===== config.mk =====
export PLATFORM = sky130hd
export DESIGN_NAME = pixel_scanner
export DESIGN_NICKNAME = d
export VERILOG_FILES = /design/src/rtl/pixel_scanner.sv
export SDC_FILE = /design/constraint.sdc
export NUM_CORES = 1
export LEC_CHECK = 0
export CORE_MARGIN = 5
export CORE_UTILIZATION = 30
export CTS_CLUSTER_DIAMETER = 120
export CTS_CLUSTER_SIZE = 24
export DETAILED_ROUTE_END_ITERATION = 6
export GPL_ROUTABILITY_DRIVEN = 0
export HOLD_SLACK_MARGIN = 0.06
export PLACE_DENSITY = 0.61
export SKIP_CTS_REPAIR_TIMING = 1
export SLEW_MARGIN = 30
export SYNTH_ARGS = -nofsm -noshare
export SYNTH_HDL_FRONTEND = slang
export SYNTH_SLANG_ARGS = --single-unit

===== constraint.sdc =====
create_clock -name Clock -period 7.1 [get_ports Clock]
set_clock_uncertainty 0.15 [all_clocks]
set_input_delay 1.42 -clock Clock [delete_from_list [all_inputs] [get_ports Clock]]
set_output_delay 1.42 -clock Clock [all_outputs]
set_load 0.005 [all_outputs]

===== src/rtl/pixel_scanner.sv =====
// pixel_scanner: raster scan master; queries a game module pixel by pixel
// and emits one framebuffer plot per clock for each Start in IDLE.
//
// Ports:
//   Clock, Reset      : system clock, async active-high reset
//   Start, Abort      : begin one frame (IDLE only) / cancel a scan
//   VGAcol            : pixel colour returned by the game module
//   VGAx, VGAy        : queried coordinate (registered)
//   PlotX, PlotY      : framebuffer write coordinate (registered)
//   PlotCol, Plot     : write colour and write strobe (registered)
//   Busy, Done        : scan in progress / final plot of a frame
//   FrameCount        : completed frames, mod 256
module pixel_scanner #(
   parameter int         XMAX = 320,
   parameter int         YMAX = 240,
   parameter int         PIPE = 2,
   parameter logic [2:0] FG   = 3'b111,
   parameter logic [2:0] BG   = 3'b000
) (
   input  logic       Clock,
   input  logic       Reset,
   input  logic       Start,
   input  logic       Abort,
   input  logic       VGAcol,
   output logic [8:0] VGAx,
   output logic [7:0] VGAy,
   output logic [8:0] PlotX,
   output logic [7:0] PlotY,
   output logic [2:0] PlotCol,
   output logic       Plot,
   output logic       Busy,
   output logic       Done,
   output logic [7:0] FrameCount
);

   localparam int            CW  = $clog2(PIPE + 1);
   localparam logic [8:0]    XL  = 9'(XMAX - 1);
   localparam logic [7:0]    YL  = 8'(YMAX - 1);
   localparam logic [CW-1:0] CLD = CW'(PIPE);

   typedef enum logic [1:0] {IDLE, SCAN, DRAIN} state_t;

   // One delay-line slot: a coordinate in flight through the game module.
   typedef struct packed {
      logic       v;
      logic       last;
      logic [8:0] x;
      logic [7:0] y;
   } tap_t;

   state_t             state, state_nxt;
   logic [CW-1:0]      cnt, cnt_nxt;
   logic [8:0]         x_nxt;
   logic [7:0]         y_nxt;
   logic               at_end;
   logic               kill;
   logic               fire;
   tap_t [PIPE-1:0]    dl;
   tap_t               tail;

   assign at_end = (VGAx == XL) && (VGAy == YL);
   assign kill   = Abort && (state != IDLE);
   assign tail   = dl[PIPE-1];
   assign fire   = tail.v && !kill;
   assign Busy   = (state != IDLE);

   always_comb begin
      state_nxt = state;
      cnt_nxt   = cnt;
      x_nxt     = 9'd0;
      y_nxt     = 8'd0;
      unique case (state)
         IDLE: begin
            if (Start && !Abort) state_nxt = SCAN;
         end
         SCAN: begin
            if (Abort) begin
               state_nxt = IDLE;
            end else if (at_end) begin
               state_nxt = DRAIN;
               cnt_nxt   = CLD;
            end else if (VGAx == XL) begin
               y_nxt = VGAy + 8'd1;
            end else begin
               x_nxt = VGAx + 9'd1;
               y_nxt = VGAy;
            end
         end
         DRAIN: begin
            if (Abort || cnt == '0) state_nxt = IDLE;
            else cnt_nxt = cnt - CW'(1);
         end
         default: state_nxt = IDLE;
      endcase
   end

   always_ff @(posedge Clock or posedge Reset) begin
      if (Reset) begin
         state <= IDLE;
         cnt   <= '0;
         VGAx  <= 9'd0;
         VGAy  <= 8'd0;
      end else begin
         state <= state_nxt;
         cnt   <= cnt_nxt;
         VGAx  <= x_nxt;
         VGAy  <= y_nxt;
      end
   end

   // The coordinate on VGAx/VGAy is live exactly while in SCAN.
   always_ff @(posedge Clock or posedge Reset) begin
      if (Reset) begin
         dl <= '0;
      end else begin
         dl[0] <= '{v: (state == SCAN) && !Abort,
                    last: at_end, x: VGAx, y: VGAy};
         for (int i = 1; i < PIPE; i++) begin
            dl[i] <= dl[i-1];
         end
         if (kill) begin
            for (int i = 0; i < PIPE; i++) begin
               dl[i].v <= 1'b0;
            end
         end
      end
   end

   // VGAcol is valid for the tail coordinate on this same edge.
   always_ff @(posedge Clock or posedge Reset) begin
      if (Reset) begin
         Plot       <= 1'b0;
         Done       <= 1'b0;
         PlotX      <= 9'd0;
         PlotY      <= 8'd0;
         PlotCol    <= 3'd0;
         FrameCount <= 8'd0;
      end else begin
         Plot <= fire;
         Done <= fire && tail.last;
         if (fire) begin
            PlotX   <= tail.x;
            PlotY   <= tail.y;
            PlotCol <= VGAcol ? FG : BG;
         end
         if (fire && tail.last) FrameCount <= FrameCount + 8'd1;
      end
   end

endmodule

==> metrics <==
status finished, final reports clean; drt wl/cell 13.1 microns; Yosys warning count 0; Net Sw Frac 21.1%; fin. max-slew vios 0; drt drc 0; final WL 5.89 mm; post-synth top area share 69.4%; Worst path max stage delay 0.61 ns; Synth area leaders dfrtp_1 (69%), nand2_1 (7.3%), xnor2_1 (2.8%), ha_1 (1.6%), nor2_1 (1.6%); Core Rows 37; synth unique cells 38; CP max FO 19; Syn Inst Count 254; syn avg cell area 12.3 sq um; register area share after synthesis 69.4%; EDFF count, synth 0; largest area contributor in the netlist dfrtp_1; Most common cell on crit path nand2_1; crit path DAT 3.56 ns; CP startpoint kind input pin; Global Route Usage Sum 9.82%; Sink Count 87; Hold Path Class flip-flop to flip-flop; async set or reset register ratio after synthesis 100%; Crit. End Element flip-flop; antenna violations before repair 0; die width 112 microns; insertion delay to the later sink of the worst-skew pair 0.35 ns; first-pass GRT wire length 9.98 mm; met3 track demand over resource 3.29%; worst setup margin 3.64 ns; layout cells sized above 1 9.52%; Setup CP Type input pin to flip-flop; TNS Setup 0 ns; vias in the first global route 2,019; Overflow after GRT 0; Final Critical Period 3.46 ns; DP Wirelength 4.05 mm; Synth Register Bits 87; met1 Use GR 11.8%; Buffers on Ports 52; period utilisation layout 48.8%; clock buffer depth 2; cts bufs inserted 9; CP cell instances clkdlybuf4s50_1, o21ai_0, nand2_1, clkinv_1, nand2_1, nand2_1; slowest cell on the critical path clkinv_1; Fmax 289 MHz; drt pass-1 iters 4; total net switching power 0.190 mW; sequential power share 56.0%; cell internal pwr 0.709 mW; most frequent cell after synthesis dfrtp_1; grt peak-use layer met2; Slew @ Worst Pin 0.742 ns; combinational power share 3.8%; CTS root buffer clkbuf_8; final number of setup-violating endpoints 0; Fin. Hold Viols 0; leak pwr 1.91 nW; Main synth FF type dfrtp_1; Area Overhead vs Synth 27.5%; Die Height 112 microns; Synth top cells by count dfrtp_1 (87), nand2_1 (61), nor2_1 (13); Final nets 320; CTS tree built; clock transition at the registers of the reported paths 0.08 ns; first-iteration detailed-routing DRC count 139; met2 Use GR 16.1%; clock network power share 40.2%; I/O pins 53; Initial Util 30.5%; synthesized area 3140 sq um; Vias/cell 4.44; WP data required 7.19 ns; H-Tree Level Count 3; PD cells 225 nW/um^2; Place WS 3.22 ns; largest net degree at the start of global routing 88; Antenna diodes 0; via count 2,002; core area 10,300 sq um; Mapped Nets 263; Max VDD drop 0.0844 mV; Slew HR 50.5%; Die ar. 12,600 sq um; Max Cap Viol 0; unrepaired setup endpoints after global routing no; Routed Antenna Nets 0; overall power 0.899 mW
## power groups by stage
stage	registers [mW]	logic, mW	clock network, mW
6_report	0.503	0.0343	0.362
5_1_grt	0.504	0.0390	0.395
4_1_cts	0.503	0.0360	0.371
3_5_place_dp	0.513	0.0359	0
3_3_place_gp	0.513	0.0351	0
2_1_floorplan	0.513	0.0206	0
## registers in the layout (all words and copies together), names as in the netlist
register    flops
cnt             2
Done            1
dl             38
PlotY           8
state           2
VGAy            8
FrameCount      8
VGAx            9
Plot            1
PlotX           9
PlotCol         1
## path summary, 6_finish.rpt
path	start	to	slack, ns	depth (start not counted)
setup / recovery	Abort	PlotY[5]	3.64	6
hold / removal	dl[0]	dl[19]	0.20	0
setup reg to reg	state[0]	PlotY[5]	4.86	5
hold reg to reg	dl[0]	dl[19]	0.20	0
max in group asynchronous	Reset	VGAx[5]	4.86	3
min in group asynchronous	Reset	PlotY[6]	1.43	3
## metal layers
layer / wire (microns) / up-vias
met5: 0 / -
met4: 108 / 0
met3: 314 / 10
met2: 2950 / 41
met1: 2520 / 993
li1: - / 958
## cell usage in the layout (no fill, tap or decap), types with 4 or more instances in the layout
cell type	synthesis	routed
dfrtp_1	87	87
nand2_1	61	61
clkdlybuf4s50_1	0	52
nor2_1	13	13
xnor2_1	10	10
o21ai_0	9	9
clkbuf_8	0	9
a21oi_1	8	8
nand3_1	8	8
inv_1	6	5
xor2_1	4	4
nand4_1	4	4
ha_1	4	4
## worst max-delay path: cells and delay by family
kind	cells	cell delay [ns]
and+or+nand+nor	3	0.80
AOI/OAI and AO/OA	1	0.18
buffers and inverters	2	1.15
## through the flow
stage / utilization [%] / std cells / area, sq um / hold WS (ns)
after floorplan: - / 254 / 3140 / 0.181
after global placement: 36.8 / 436 / 3780 / 0.183
after detailed placement: 36.9 / 436 / 3790 / 0.186
after CTS: 38.9 / 451 / 4000 / 0.197
after global routing: 38.9 / 451 / 4000 / 0.198
final: 38.9 / 451 / 4000 / 0.198
## kinds of logic after synthesis
kind of cell / count (synthesis) / share of synthesized area, %
XOR/XNOR: 14 / 3.91
flip-flops: 87 / 69.4
multiplexers: 4 / 1.32
AO/OA/AOI/OAI: 22 / 4.39
adder cells (fa/ha/maj): 4 / 1.60
buffers and inverters: 14 / 2.43
AND/OR/NAND/NOR: 109 / 16.9
## final cells by class
cell class	count	area, sq um
tap	136	170
sequential	87	2180
multi-input combinational	153	882
timing repair buffer	53	532
clock inverter	6	86.3
clock buffer	9	124
fill	995	6280
inverter	7	27.5
Power figures use the tool's default switching activity.
